--- config.mk ---
export PLATFORM = sky130hd
export DESIGN_NAME = program_loader_flat
export DESIGN_NICKNAME = d
export VERILOG_FILES = /design/src/rtl/program_loader_pkg.sv /design/src/rtl/program_loader_if.sv /design/src/rtl/program_loader_byte_assembler.sv /design/src/rtl/program_loader.sv /design/src/flat_wrapper.sv
export SDC_FILE = /design/constraint.sdc
export NUM_CORES = 1
export LEC_CHECK = 0
export BUFFER_PORTS_ARGS = -buffer_cell sky130_fd_sc_hd__buf_2
export CORE_MARGIN = 3
export CORE_UTILIZATION = 50
export DETAILED_ROUTE_END_ITERATION = 10
export GPL_ROUTABILITY_DRIVEN = 1
export PLACE_DENSITY = 0.81
export SLEW_MARGIN = 10
export SYNTH_ARGS = -nofsm -noshare
export SYNTH_HDL_FRONTEND = slang
export SYNTH_HIERARCHICAL = 1
export SYNTH_SLANG_ARGS = --single-unit
--- constraint.sdc ---
create_clock -name clk -period 2.8 [get_ports clk]
set_input_delay 0.42 -clock clk [delete_from_list [all_inputs] [get_ports clk]]
set_output_delay 0.42 -clock clk [all_outputs]
set_load 0.1 [all_outputs]
--- src/rtl/program_loader_pkg.sv ---
// Shared constants, state codes and header payload for the program loader.
package program_loader_pkg;

    localparam int unsigned STATE_W   = 3;
    localparam int unsigned HDR_BYTES = 4;
    localparam int unsigned IBYTES    = 4;
    localparam int unsigned DBYTES    = 8;
    localparam int unsigned CNT_W     = 16;
    localparam int unsigned ADDR_W    = 64;
    localparam int unsigned IWORD_W   = 8 * IBYTES;
    localparam int unsigned DWORD_W   = 8 * DBYTES;

    localparam logic [STATE_W-1:0] ST_HDR  = 3'd0;
    localparam logic [STATE_W-1:0] ST_IMEM = 3'd1;
    localparam logic [STATE_W-1:0] ST_DMEM = 3'd2;
    localparam logic [STATE_W-1:0] ST_RUN  = 3'd3;
    localparam logic [STATE_W-1:0] ST_ERR  = 3'd4;

    // Little-endian header: icount in the first two bytes, dcount in the next two.
    typedef struct packed {
        logic [CNT_W-1:0] dcount;
        logic [CNT_W-1:0] icount;
    } hdr_t;

endpackage

--- src/rtl/program_loader_if.sv ---
// Valid/ready byte stream feeding the program loader.
interface program_loader_if;
    logic [7:0] rx_data;
    logic       rx_valid;
    logic       rx_ready;

    modport master (output rx_data, output rx_valid, input  rx_ready);
    modport slave  (input  rx_data, input  rx_valid, output rx_ready);
endinterface

--- src/rtl/program_loader_byte_assembler.sv ---
// Collects BYTES accepted bytes LSB-first; flags the completing byte combinationally.
module byte_assembler #(
    parameter  int unsigned BYTES  = 4,
    localparam int unsigned DATA_W = 8 * BYTES,
    localparam int unsigned CNT_W  = $clog2(BYTES)
) (
    input  logic              clk,
    input  logic              arst_n,
    input  logic              clear,
    input  logic              accept,
    input  logic [7:0]        byte_in,
    output logic [DATA_W-1:0] word_c,
    output logic              word_valid_c
);

    logic [DATA_W-1:0] shift_q;
    logic [CNT_W-1:0]  cnt_q;

    // New byte enters at the top so the first byte ends up in bits [7:0].
    assign word_c       = {byte_in, shift_q[DATA_W-1:8]};
    assign word_valid_c = accept && (cnt_q == CNT_W'(BYTES - 1));

    always_ff @(posedge clk or negedge arst_n) begin
        if (!arst_n) begin
            shift_q <= '0;
            cnt_q   <= '0;
        end else if (clear) begin
            shift_q <= '0;
            cnt_q   <= '0;
        end else if (accept) begin
            shift_q <= word_c;
            cnt_q   <= word_valid_c ? '0 : cnt_q + CNT_W'(1);
        end
    end

endmodule

--- src/rtl/program_loader.sv ---
// Boot loader: parses a byte-stream image into imem/dmem writes, then enables the CPU.
module program_loader
    import program_loader_pkg::*;
#(
    parameter int unsigned IMEM_WORDS = 512,
    parameter int unsigned DMEM_WORDS = 1024
) (
    input  logic               clk,
    input  logic               arst_n,
    program_loader_if.slave    rx,
    output logic [ADDR_W-1:0]  addr_ext,
    output logic               wen_ext,
    output logic               ren_ext,
    output logic [IWORD_W-1:0] wdata_ext,
    output logic [ADDR_W-1:0]  addr_ext_2,
    output logic               wen_ext_2,
    output logic               ren_ext_2,
    output logic [DWORD_W-1:0] wdata_ext_2,
    output logic               cpu_enable,
    output logic               done,
    output logic               error
);

    localparam int unsigned HI_BYTES = (HDR_BYTES > IBYTES) ? HDR_BYTES : IBYTES;

    logic [STATE_W-1:0] state_q, next_state;
    logic               rx_ready_q;
    logic [CNT_W-1:0]   icount_q, dcount_q, idx_q;
    logic               acc, asm_clear;
    logic [IWORD_W-1:0] a_word;
    logic               a_valid;
    logic [DWORD_W-1:0] d_word;
    logic               d_valid;
    logic               iwr, dwr, idx_clr, idx_inc;
    hdr_t               hdr;

    assign acc         = rx.rx_valid && rx_ready_q;
    assign rx.rx_ready = rx_ready_q;
    assign asm_clear   = (state_q == ST_RUN) || (state_q == ST_ERR);
    assign hdr         = hdr_t'(a_word);
    assign ren_ext     = 1'b0;
    assign ren_ext_2   = 1'b0;

    // Header and instruction words share the 4-byte assembler; they never overlap in time.
    byte_assembler #(.BYTES(HI_BYTES)) u_asm_i (
        .clk          (clk),
        .arst_n       (arst_n),
        .clear        (asm_clear),
        .accept       (acc && ((state_q == ST_HDR) || (state_q == ST_IMEM))),
        .byte_in      (rx.rx_data),
        .word_c       (a_word),
        .word_valid_c (a_valid)
    );

    byte_assembler #(.BYTES(DBYTES)) u_asm_d (
        .clk          (clk),
        .arst_n       (arst_n),
        .clear        (asm_clear),
        .accept       (acc && (state_q == ST_DMEM)),
        .byte_in      (rx.rx_data),
        .word_c       (d_word),
        .word_valid_c (d_valid)
    );

    always_ff @(posedge clk or negedge arst_n) begin
        if (!arst_n) state_q <= ST_HDR;
        else         state_q <= next_state;
    end

    always_comb begin
        next_state = state_q;
        iwr        = 1'b0;
        dwr        = 1'b0;
        idx_clr    = 1'b0;
        idx_inc    = 1'b0;
        case (state_q)
            ST_HDR: if (a_valid) begin
                idx_clr = 1'b1;
                if (32'(hdr.icount) > IMEM_WORDS || 32'(hdr.dcount) > DMEM_WORDS)
                    next_state = ST_ERR;
                else if (hdr.icount != '0) next_state = ST_IMEM;
                else if (hdr.dcount != '0) next_state = ST_DMEM;
                else                       next_state = ST_RUN;
            end
            ST_IMEM: if (a_valid) begin
                iwr = 1'b1;
                if (idx_q == icount_q - CNT_W'(1)) begin
                    idx_clr    = 1'b1;
                    next_state = (dcount_q != '0) ? ST_DMEM : ST_RUN;
                end else begin
                    idx_inc = 1'b1;
                end
            end
            ST_DMEM: if (d_valid) begin
                dwr = 1'b1;
                if (idx_q == dcount_q - CNT_W'(1)) begin
                    idx_clr    = 1'b1;
                    next_state = ST_RUN;
                end else begin
                    idx_inc = 1'b1;
                end
            end
            ST_RUN:  next_state = ST_RUN;
            ST_ERR:  next_state = ST_ERR;
            default: next_state = ST_HDR;
        endcase
    end

    // Counters and the item index.
    always_ff @(posedge clk or negedge arst_n) begin
        if (!arst_n) begin
            icount_q <= '0;
            dcount_q <= '0;
            idx_q    <= '0;
        end else begin
            if (state_q == ST_HDR && a_valid) begin
                icount_q <= hdr.icount;
                dcount_q <= hdr.dcount;
            end
            if (idx_clr)      idx_q <= '0;
            else if (idx_inc) idx_q <= idx_q + CNT_W'(1);
        end
    end

    // Registered outputs; addresses and data hold between strobes.
    always_ff @(posedge clk or negedge arst_n) begin
        if (!arst_n) begin
            rx_ready_q  <= 1'b1;
            addr_ext    <= '0;
            wen_ext     <= 1'b0;
            wdata_ext   <= '0;
            addr_ext_2  <= '0;
            wen_ext_2   <= 1'b0;
            wdata_ext_2 <= '0;
            cpu_enable  <= 1'b0;
            done        <= 1'b0;
            error       <= 1'b0;
        end else begin
            rx_ready_q <= (next_state == ST_HDR) || (next_state == ST_IMEM) ||
                          (next_state == ST_DMEM);
            wen_ext    <= iwr;
            wen_ext_2  <= dwr;
            if (iwr) begin
                addr_ext  <= ADDR_W'(idx_q) << 2;
                wdata_ext <= a_word;
            end
            if (dwr) begin
                addr_ext_2  <= ADDR_W'(idx_q) << 3;
                wdata_ext_2 <= d_word;
            end
            cpu_enable <= (state_q == ST_RUN);
            done       <= (state_q == ST_RUN);
            error      <= (next_state == ST_ERR);
        end
    end

endmodule

--- src/flat_wrapper.sv ---
// flat-port wrapper written by rule: the top's interface ports become plain ports
module program_loader_flat import program_loader_pkg::*;
#(
    parameter int unsigned IMEM_WORDS = 512,
    parameter int unsigned DMEM_WORDS = 1024
)
  (clk, arst_n, addr_ext, wen_ext, ren_ext, wdata_ext, addr_ext_2, wen_ext_2, ren_ext_2, wdata_ext_2, cpu_enable, done, error, rx_rx_data, rx_rx_valid, rx_rx_ready);
  program_loader_if rx_i ();
  input  logic clk;
  input  logic arst_n;
  output logic [ADDR_W-1:0] addr_ext;
  output logic wen_ext;
  output logic ren_ext;
  output logic [IWORD_W-1:0] wdata_ext;
  output logic [ADDR_W-1:0] addr_ext_2;
  output logic wen_ext_2;
  output logic ren_ext_2;
  output logic [DWORD_W-1:0] wdata_ext_2;
  output logic cpu_enable;
  output logic done;
  output logic error;
  input wire logic [$bits(rx_i.rx_data)-1:0] rx_rx_data;
  input wire logic [$bits(rx_i.rx_valid)-1:0] rx_rx_valid;
  output wire logic [$bits(rx_i.rx_ready)-1:0] rx_rx_ready;
  assign rx_i.rx_data = rx_rx_data;
  assign rx_i.rx_valid = rx_rx_valid;
  assign rx_rx_ready = rx_i.rx_ready;
  program_loader #(.IMEM_WORDS(IMEM_WORDS), .DMEM_WORDS(DMEM_WORDS)) u_core (.clk(clk), .arst_n(arst_n), .rx(rx_i), .addr_ext(addr_ext), .wen_ext(wen_ext), .ren_ext(ren_ext), .wdata_ext(wdata_ext), .addr_ext_2(addr_ext_2), .wen_ext_2(wen_ext_2), .ren_ext_2(ren_ext_2), .wdata_ext_2(wdata_ext_2), .cpu_enable(cpu_enable), .done(done), .error(error));
endmodule
==> results of run 1 <==
## power by group through the flow
stage	clock, mW	sequential (mW)	combinational [mW]
final	3.61	5.40	6.37
after CTS	3.69	5.40	6.38
after global placement	0	5.41	6.24
after detailed placement	0	5.45	6.33
after floorplan	0	8.62	2.24
after global routing	3.87	5.52	6.62
## layout make-up
| type | instances | area [µm²] |
|---|---|---|
| repair buffers | 224 | 1450 |
| multi-input cells | 745 | 5470 |
| clock buffers | 36 | 759 |
| inverters | 12 | 45.0 |
| clock inverters | 13 | 135 |
| flip-flops and latches | 269 | 6740 |
| fillers | 1931 | 9740 |
| well taps | 324 | 405 |
## worst paths after layout
check                                     from                         end  cells past startpoint
hold / removal                   rx_rx_data[6]         u_core/dcount_q[14]                      3
min in group asynchronous               arst_n      u_core/wdata_ext_2[56]                      2
setup / recovery            u_core/icount_q[1]            u_core/idx_q[12]                     13
setup reg to reg            u_core/icount_q[1]            u_core/idx_q[12]                     13
hold reg to reg            u_core/icount_q[15]         u_core/icount_q[15]                      2
max in group asynchronous               arst_n  u_core/u_asm_d/shift_q[36]                      3
## synthesized netlist by cell type (4+ instances only)
cell type    n
mux2_2     129
nor3b_1      5
a21oi_1     15
ha_1         6
nand4_1      6
or3_1        9
nor2_1     104
inv_1       12
dfrtp_1    268
or4_1        6
clkbuf_1    41
nand3_1     14
nor4_1      10
nand2b_1     5
and3_1       4
buf_4      118
buf_2        8
buf_8        5
nand2_1     99
xor2_1      15
nor3_1      12
o21ai_1      7
o21ai_0     15
mux2i_1     87
buf_6        4
o31ai_1      8
xnor2_1     29
## cell families after synthesis
kind of cell	synth area share [%]
xor+xnor	3.00
mux	18.1
buf+inv	10.2
other cells	0.0292
compound gates	4.10
simple gates	11.5
fa+ha+maj	0.585
flops	52.5
## what timing repair did
item | in CTS | in global routing
hold buffers | 1 | 0
pin swaps | 14 | 13
gates resized for setup | 17 | 39
hold endpoints to repair | 83 | 0
setup endpoints to repair | 18 | 18
buffers inserted | 10 | 4
cloned | 0 | 1
## layer usage
metal / track usage (%) / share of wire, % / vias to the layer above / routed length, µm
li1: - / - / 3931 / -
met5: 0 / 0 / - / 0
met2: 34.4 / 50 / 308 / 14600
met3: 5.17 / 7.9 / 47 / 2290
met4: 5.35 / 2.0 / 0 / 584
met1: 25.8 / 40 / 4280 / 11600
## sequential cells by signal, summed over array words and instances (netlist names), 2 cells and up
name / count
u_core/dcount_q: 16
u_core/addr_ext: 16
u_core/u_asm_d/cnt_q: 3
u_core/state_q: 3
u_core/u_asm_i/cnt_q: 2
u_core/wdata_ext_2: 64
u_core/addr_ext_2: 16
u_core/u_asm_d/shift_q: 56
u_core/idx_q: 16
u_core/u_asm_i/shift_q: 24
u_core/icount_q: 16
u_core/wdata_ext: 32
## critical path, cell delays in order, from the launching register on
cell and delay (ns):
dfrtp_1 0.39, inv_2 0.09, ha_4 0.15, or4b_4 0.52, buf_6 0.16, o31ai_2 0.19, o31ai_2 0.10, nand3_1 0.14
nor4_4 0.06, o221ai_4 0.10, a22oi_4 0.15, buf_6 0.16, or4_1 0.46, a21oi_1 0.15
==> metrics.csv, run 1 <==
stage,metric,value,unit
run_status,violations,setup timing,
worst_setup_path,cp-start-kind,register,
power,switching_share,47.2,%
logic_synthesis,synth_top_cell_by_area,dfrtp_1,
logic_synthesis,yosys-top-cells-area,"dfrtp_1 52%, mux2_2 11%, buf_4 6.9%",
detailed_routing,avgRoutedWirePerCell,17.9,µm
clock_tree,numCtsBuffers,27,
global_route,overflow,0,
logic_synthesis,synthesis.area,12800,µm²
sta,relSlewSlack,32.4,%
sta,finalClockSkew,0.0132,ns
worst_setup_path,cp_max_fo,9,
clock_tree,cts_tree,yes,
detailed_routing,num_vias,8566,
floorplan,die_area,27600,µm²
clock_tree,insertion_delay,0.54,ns
worst_setup_path,crit_required,3.26,ns
floorplan,fp.dieH,166,µm
cells_and_area,fin_nets,1296,
sta,worst_slew_pin_slew,1.01,ns
detailed_routing,postRouteAntennaNets,0,
power,switchingPower,7.26,mW
floorplan,placementRows,57,
clock_tree,numClockSinks,269,
global_route,grt_util_all_layers,20.2,%
place,hpwl,19600,µm
cells_and_area,synthToLayoutAreaGrowth,17.0,%
cells_and_area,drive_gt1_share,36.0,%
place,place_inst,1558,
global_route,grt_max_degree,88,
cells_and_area,stdcell_area,15000,µm²
sta,drv_slew,0,
sta,hold_viol,0,
sta,setup_tns,-0.764,ns
floorplan,io_pins,243,
flow_run,max-cap-violations,0,
floorplan,die_w,166,µm
place,place_congestion,0.876,
global_route,grt_pass1_wl,46600,µm
sta,final-setup-viol-count,16,
cells_and_area,final_util,60.6,%
clock_tree,clk_pin_slew_worst_paths,0.07,ns
cells_and_area,insertedDiodeCount,0,
logic_synthesis,syn_area_per_cell,11.6,µm²
worst_setup_path,cp_data_arrival_time,3.35,ns
sta,layout_setup_ws,-0.0890,ns
sta,post-route-period-util,103,%
floorplan,core,24700,µm²
logic_synthesis,yosysWarningCount,6,
logic_synthesis,synth_top_area_share,52.3,%
logic_synthesis,synth_cell_types,72,
detailed_routing,viasPerCell,5.28,
detailed_routing,drt-initial-drc-count,616,
place,dp_slack,-0.295,ns
worst_setup_path,reg2reg_slack,-0.09,ns
logic_synthesis,synthCells,1109,
detailed_routing,firstDrtPassIters,5,
place,io_buffers,144,
clock_tree,cts_buffer_depth,3,
cells_and_area,final_common_cell,dfrtp_1,
floorplan,initial_core_util,51.8,%
logic_synthesis,ys_seq_area_share,52.5,%
logic_synthesis,synthFlopType,dfrtp_1,
clock_tree,cts_root_buf,clkbuf_16,
place,place_area,13700,µm²
sta,hold_ws,0.196,ns
logic_synthesis,synth_edf_count,0,
worst_setup_path,crit_type,reg -> reg,
power,powerDensity,1020,nW/µm²
detailed_routing,route.detailed.drc,0,
detailed_routing,drt-total-wl,29000,µm
worst_setup_path,critPathCaptureType,register,
power,pwr-share-clk,23.5,%
global_route,antenna_found_initial,0,
power,fin_total_pwr,15.4,mW
sta,fmax,0.346,GHz
global_route,grt_pass1_vias,8658,
clock_tree,h-tree-depth,1,
sta,rsz0062_at_grt,yes,
power,p_int,8.11,mW
hold_path,hp-class,in -> reg,
power,ir_worst_vdd,1.10,mV
power,combPwrFrac,41.4,%
cells_and_area,final_cell_mix,"268 x dfrtp_1, 143 x buf_2, 129 x mux2_2",
power,power.leakage,7.62,nW
cells_and_area,instances_no_fill,1623,
sta,min_period,2.89,ns
power,power_frac_seq,35.1,%
run_status,outcome,"finished, violations left",
logic_synthesis,ys_ff_latch,269,
logic_synthesis,synthArstFlopShare,100,%
No activity file was read; power rests on OpenSTA's default activity.
==> run 2: changes to the inputs <==
--- a/config.mk
+++ b/config.mk
@@ -8,6 +8,7 @@
 export BUFFER_PORTS_ARGS = -buffer_cell sky130_fd_sc_hd__buf_2
 export CORE_MARGIN = 3
 export CORE_UTILIZATION = 50
+export CTS_BUF_LIST = sky130_fd_sc_hd__clkbuf_4 sky130_fd_sc_hd__clkbuf_8 sky130_fd_sc_hd__clkbuf_16
 export DETAILED_ROUTE_END_ITERATION = 10
 export GPL_ROUTABILITY_DRIVEN = 1
 export PLACE_DENSITY = 0.81
==> metrics.csv, run 2 (synthesized netlist as in run 1, its figures left out) <==
stage,metric,value,unit
floorplan,fp.dieH,166,µm
sta,post-route-period-util,103,%
place,place_congestion,0.876,
run_status,outcome,"finished, violations left",
cells_and_area,multi_input_area,5460,µm²
clock_tree,h-tree-depth,1,
worst_setup_path,cp-start-kind,register,
cells_and_area,regMostFlops,u_core/wdata_ext_2,
worst_setup_path,cp_top_family,simple AND/OR/NAND/NOR gates,
cells_and_area,regArea,6740,µm²
floorplan,core,24700,µm²
power,ir_worst_vdd,1.11,mV
sta,rsz0062_at_grt,yes,
place,dp_slack,-0.295,ns
cells_and_area,num-fill-cells,1931,
detailed_routing,num_vias,8578,
clock_tree,clk_pin_slew_worst_paths,0.07,ns
global_route,grt_pass1_vias,8642,
run_status,violations,setup timing,
worst_setup_path,path_cells,or4_4 -> nor2_4 -> nand3b_1 -> xnor2_1 -> a2111oi_2 -> or3b_4 -> a22oi_4 -> buf_6 -> xor2_2 -> nor2_1,
hold_path,hp-class,in -> reg,
power,powerDensity,1030,nW/µm²
worst_setup_path,crit_required,3.23,ns
sta,finalClockSkew,0.0155,ns
clock_tree,numCtsBuffers,27,
cells_and_area,top_regs,"u_core/wdata_ext_2 (64), u_core/u_asm_d/shift_q (56), u_core/wdata_ext (32)",
worst_setup_path,cp_data_arrival_time,3.31,ns
floorplan,io_pins,243,
worst_setup_path,cp.buffers_inverters,1,
worst_setup_path,reg2reg_from,u_core/dcount_q[5],
global_route,grt_util_all_layers,20.2,%
worst_setup_path,reg2reg_slack,-0.08,ns
hold_path,hold_start,rx_rx_data[6],
sta,setup_tns,-0.706,ns
sta,layout_setup_ws,-0.0811,ns
clock_tree,cts_tree,yes,
clock_tree,cts_buffer_depth,3,
power,power.leakage,7.63,nW
sta,relSlewSlack,32.5,%
cells_and_area,final_util,60.7,%
worst_setup_path,critPathLaunch,u_core/dcount_q[5],
sta,min_period,2.88,ns
detailed_routing,postRouteAntennaNets,0,
floorplan,die_w,166,µm
cells_and_area,fin_nets,1296,
place,hpwl,19600,µm
cells_and_area,largest_reg_flops,64,
worst_setup_path,crit_type,reg -> reg,
cells_and_area,final_common_cell,dfrtp_1,
clock_tree,cts_root_buf,clkbuf_16,
sta,drv_slew,0,
sta,hold_viol,0,
place,io_buffers,144,
worst_setup_path,cp_max_fo,6,
worst_setup_path,critPathCaptureType,register,
detailed_routing,avgRoutedWirePerCell,17.9,µm
global_route,grt_pass1_wl,46600,µm
global_route,antenna_found_initial,0,
worst_setup_path,slowest_delay,0.60,ns
cells_and_area,drive_gt1_share,36.0,%
detailed_routing,drt-total-wl,29100,µm
cells_and_area,synthToLayoutAreaGrowth,17.0,%
sta,worst_slew_pin_slew,1.01,ns
detailed_routing,drt-initial-drc-count,572,
sta,fmax,0.347,GHz
floorplan,initial_core_util,51.8,%
global_route,grt_max_degree,88,
clock_tree,insertion_delay,0.54,ns
flow_run,max-cap-violations,0,
worst_setup_path,critPathSlowestCell,or4_4,
clock_tree,numClockSinks,269,
floorplan,die_area,27600,µm²
detailed_routing,route.detailed.drc,0,
sta,final-setup-viol-count,16,
floorplan,placementRows,57,
global_route,overflow,0,
detailed_routing,viasPerCell,5.29,
cells_and_area,final_cell_mix,"268 x dfrtp_1, 143 x buf_2, 129 x mux2_2",
cells_and_area,insertedDiodeCount,0,
detailed_routing,firstDrtPassIters,5,
run 2: changes by cell type in the layout (fill, tap and decap cells not counted):
cell      previous run  this run
clkbuf_1             4         0
clkbuf_4             0         4
nand3_1             11        12
nand3_2              3         2
o21ai_1              4         5
o21ai_2              5         4
or3_1                6         7
or3_4                3         2
run 2: final timing paths:
path	end	depth (start not counted)
max in group asynchronous	u_core/u_asm_d/shift_q[36]	3
worst min register to register	u_core/wdata_ext[10]	1
worst min-delay path	u_core/dcount_q[14]	3
min in group asynchronous	u_core/wdata_ext_2[56]	2
worst max register to register	u_core/idx_q[0]	10
worst max-delay path	u_core/idx_q[0]	10
run 2: power by group:
part / switching [mW] / internal [mW]
registers: 0.607 / 4.79
logic: 5.15 / 1.22
clock network: 1.52 / 2.14
total: 7.27 / 8.15
run 2: cell type report:
cell class | instances | share of cell area [%]
sequential | 269 | 44.9
timing repair buffer | 224 | 9.68
inverter | 12 | 0.300
tap | 324 | 2.70
multi-input combinational | 745 | 36.4
clock inverter | 13 | 0.900
clock buffer | 36 | 5.16
run 2: worst register-to-register path, stage by stage (launching register included):
cell and delay, ns:
dfrtp_1 0.38, or4_4 0.60, nor2_4 0.17, nand3b_1 0.11
xnor2_1 0.15, a2111oi_2 0.30, or3b_4 0.46, a22oi_4 0.20
buf_6 0.19, xor2_2 0.17, nor2_1 0.06
run 2: per-stage QoR:
step / hold WS, ns / instance area (µm²) / total power [mW] / instances
after floorplan: 0.124 / 13300 / 10.9 / 1206
after global placement: 0.468 / 13700 / 11.6 / 1558
after detailed placement: 0.473 / 13700 / 11.8 / 1558
after CTS: 0.180 / 14800 / 15.5 / 1618
after global routing: 0.197 / 15000 / 16.1 / 1623
final: 0.199 / 15000 / 15.4 / 1623
run 2: per-layer routing:
layer / up-vias / routed length (µm) / track usage, %
li1: 3924 / - / -
met1: 4313 / 11700 / 25.9
met2: 297 / 14500 / 34.3
met3: 44 / 2270 / 5.17
met4: 0 / 583 / 5.35
met5: - / 0 / 0
run 2: what timing repair did:
item,CTS,global route
resized for setup,17,36
buffers inserted,10,4
hold endpoints to repair,83,0
cloned,0,1
setup endpoints to repair,18,18
hold buffers,1,0
pin swaps,14,13
==> run 3: changes to the inputs <==
--- a/config.mk
+++ b/config.mk
@@ -12,6 +12,7 @@
 export DETAILED_ROUTE_END_ITERATION = 10
 export GPL_ROUTABILITY_DRIVEN = 1
 export PLACE_DENSITY = 0.81
+export SETUP_SLACK_MARGIN = 0.5
 export SLEW_MARGIN = 10
 export SYNTH_ARGS = -nofsm -noshare
 export SYNTH_HDL_FRONTEND = slang
==> metrics.csv, run 3 (synthesized netlist as in run 1, its figures left out) <==
stage,metric,value,unit
cells_and_area,insertedDiodeCount,0,
detailed_routing,viasPerCell,5.37,
global_route,grt_util_all_layers,21.1,%
sta,relSlewSlack,50.6,%
sta,post-route-period-util,108,%
floorplan,io_pins,243,
hold_path,whs_path_depth,3,
cells_and_area,top_regs,"u_core/wdata_ext_2 (64), u_core/u_asm_d/shift_q (56), u_core/wdata_ext (32)",
clock_tree,clk_pin_slew_worst_paths,0.06,ns
sta,min_period,3.01,ns
sta,drv_slew,0,
worst_setup_path,cp-start-kind,register,
clock_tree,cts_tree,yes,
power,power.leakage,8.04,nW
floorplan,core,24700,µm²
place,io_buffers,144,
cells_and_area,regArea,6740,µm²
run_status,outcome,"finished, violations left",
detailed_routing,drt-total-wl,32400,µm
cells_and_area,num-fill-cells,1802,
sta,rsz0062_at_grt,yes,
place,dp_slack,-0.269,ns
clock_tree,cts_root_buf,clkbuf_16,
power,ir_worst_vdd,1.29,mV
sta,worst_slew_pin_slew,0.741,ns
worst_setup_path,reg2reg_from,u_core/dcount_q[9],
place,place_area,13800,µm²
detailed_routing,avgRoutedWirePerCell,19.5,µm
worst_setup_path,critPathCaptureType,register,
global_route,antenna_found_initial,1,
cells_and_area,drive_gt1_share,38.3,%
place,hpwl,19700,µm
clock_tree,numClockSinks,269,
hold_path,hold_end,u_core/dcount_q[14],
sta,hold_viol,0,
worst_setup_path,cp_data_arrival_time,3.45,ns
cells_and_area,multi_input_area,5720,µm²
floorplan,die_area,27600,µm²
sta,final-setup-viol-count,16,
detailed_routing,drt-initial-drc-count,656,
sta,layout_setup_ws,-0.213,ns
global_route,grt_pass1_vias,8936,
global_route,overflow,0,
detailed_routing,firstDrtPassIters,5,
cells_and_area,regMostFlops,u_core/wdata_ext_2,
clock_tree,h-tree-depth,1,
worst_setup_path,reg2reg_slack,-0.21,ns
detailed_routing,postRouteAntennaNets,0,
place,place_inst,1566,
floorplan,initial_core_util,51.8,%
cells_and_area,stdcell_area,15800,µm²
cells_and_area,instances_no_fill,1660,
worst_setup_path,crit_required,3.23,ns
hold_path,hp-class,in -> reg,
worst_setup_path,cp_max_fo,6,
sta,setup_tns,-2.73,ns
power,fin_total_pwr,16.0,mW
flow_run,max-cap-violations,0,
worst_setup_path,crit_type,reg -> reg,
run_status,violations,setup timing,
cells_and_area,final_common_cell,dfrtp_1,
sta,finalClockSkew,0.0102,ns
floorplan,fp.dieH,166,µm
clock_tree,numCtsBuffers,28,
floorplan,placementRows,57,
detailed_routing,num_vias,8920,
power,powerDensity,1010,nW/µm²
cells_and_area,fin_nets,1331,
sta,fmax,0.332,GHz
cells_and_area,largest_reg_flops,64,
worst_setup_path,rr_endpoint,u_core/idx_q[1],
global_route,grt_max_degree,99,
hold_path,hold_start,rx_rx_data[6],
detailed_routing,route.detailed.drc,0,
worst_setup_path,worst_r2r_path_depth,11,
place,place_congestion,0.848,
cells_and_area,final_cell_mix,"266 x dfrtp_1, 143 x buf_2, 99 x nand2_1, 99 x nor2_1, 98 x conb_1",
clock_tree,cts_buffer_depth,3,
global_route,grt_pass1_wl,48200,µm
floorplan,die_w,166,µm
clock_tree,insertion_delay,0.54,ns
cells_and_area,synthToLayoutAreaGrowth,23.4,%
run 3: layer usage:
layer  track usage (%)  part of all wire (%)
met5                 0                 0.040
met4              5.86                   3.0
met3              4.64                   6.7
met2              36.4                    49
met1              26.9                    41
run 3: how the worst max path moves through the flow:
stage / from / to / slack, ns
final: u_core/dcount_q[9] / u_core/idx_q[1] / -0.21
after global routing: u_core/dcount_q[9] / u_core/idx_q[0] / -0.35
after CTS: u_core/dcount_q[2] / u_core/idx_q[0] / -0.09
after detailed placement: u_core/dcount_q[9] / u_core/idx_q[6] / -0.27
after global placement: u_core/dcount_q[9] / u_core/idx_q[6] / -0.25
after floorplan: u_core/rx.rx_ready / u_core/idx_q[13] / -0.06
run 3: final cells by class:
| type | instances | area share (%) |
|---|---|---|
| multi-input cells | 745 | 36.1 |
| flip-flops and latches | 269 | 42.6 |
| well taps | 324 | 2.56 |
| clock buffers | 40 | 5.34 |
| repair buffers | 258 | 12.1 |
| clock inverters | 12 | 1.01 |
| inverters | 12 | 0.285 |
run 3: critical path, stage by stage, from the launching register on:
cell       delay [ns]
dfrtp_1          0.39
or4_4            0.57
nor2_4           0.16
buf_4            0.15
nand3_2          0.07
xnor2_1          0.15
a2111oi_2        0.28
or3b_4           0.46
a22oi_4          0.26
buf_4            0.17
mux2i_1          0.17
nor2_1           0.05
run 3: timing repair:
item                       CTS  global route
cloned                       2             6
setup endpoints to repair  137           147
hold endpoints to repair    94             0
pin swaps                   20            16
hold buffers                 1             0
gates resized for setup     74            76
setup buffers               12            21
run 3: where the power goes:
part	switching (mW)	total (mW)	internal, mW
combinational	5.18	6.58	1.40
clock	1.53	3.99	2.46
sequential	0.640	5.44	4.80
run 3: metrics by stage:
step | hold slack (ns) | util, %
2_1_floorplan | 0.124 | -
3_3_place_gp | 0.482 | 55.6
3_5_place_dp | 0.490 | 55.6
4_1_cts | 0.146 | 61.6
5_1_grt | 0.195 | 64.0
6_report | 0.175 | 64.0
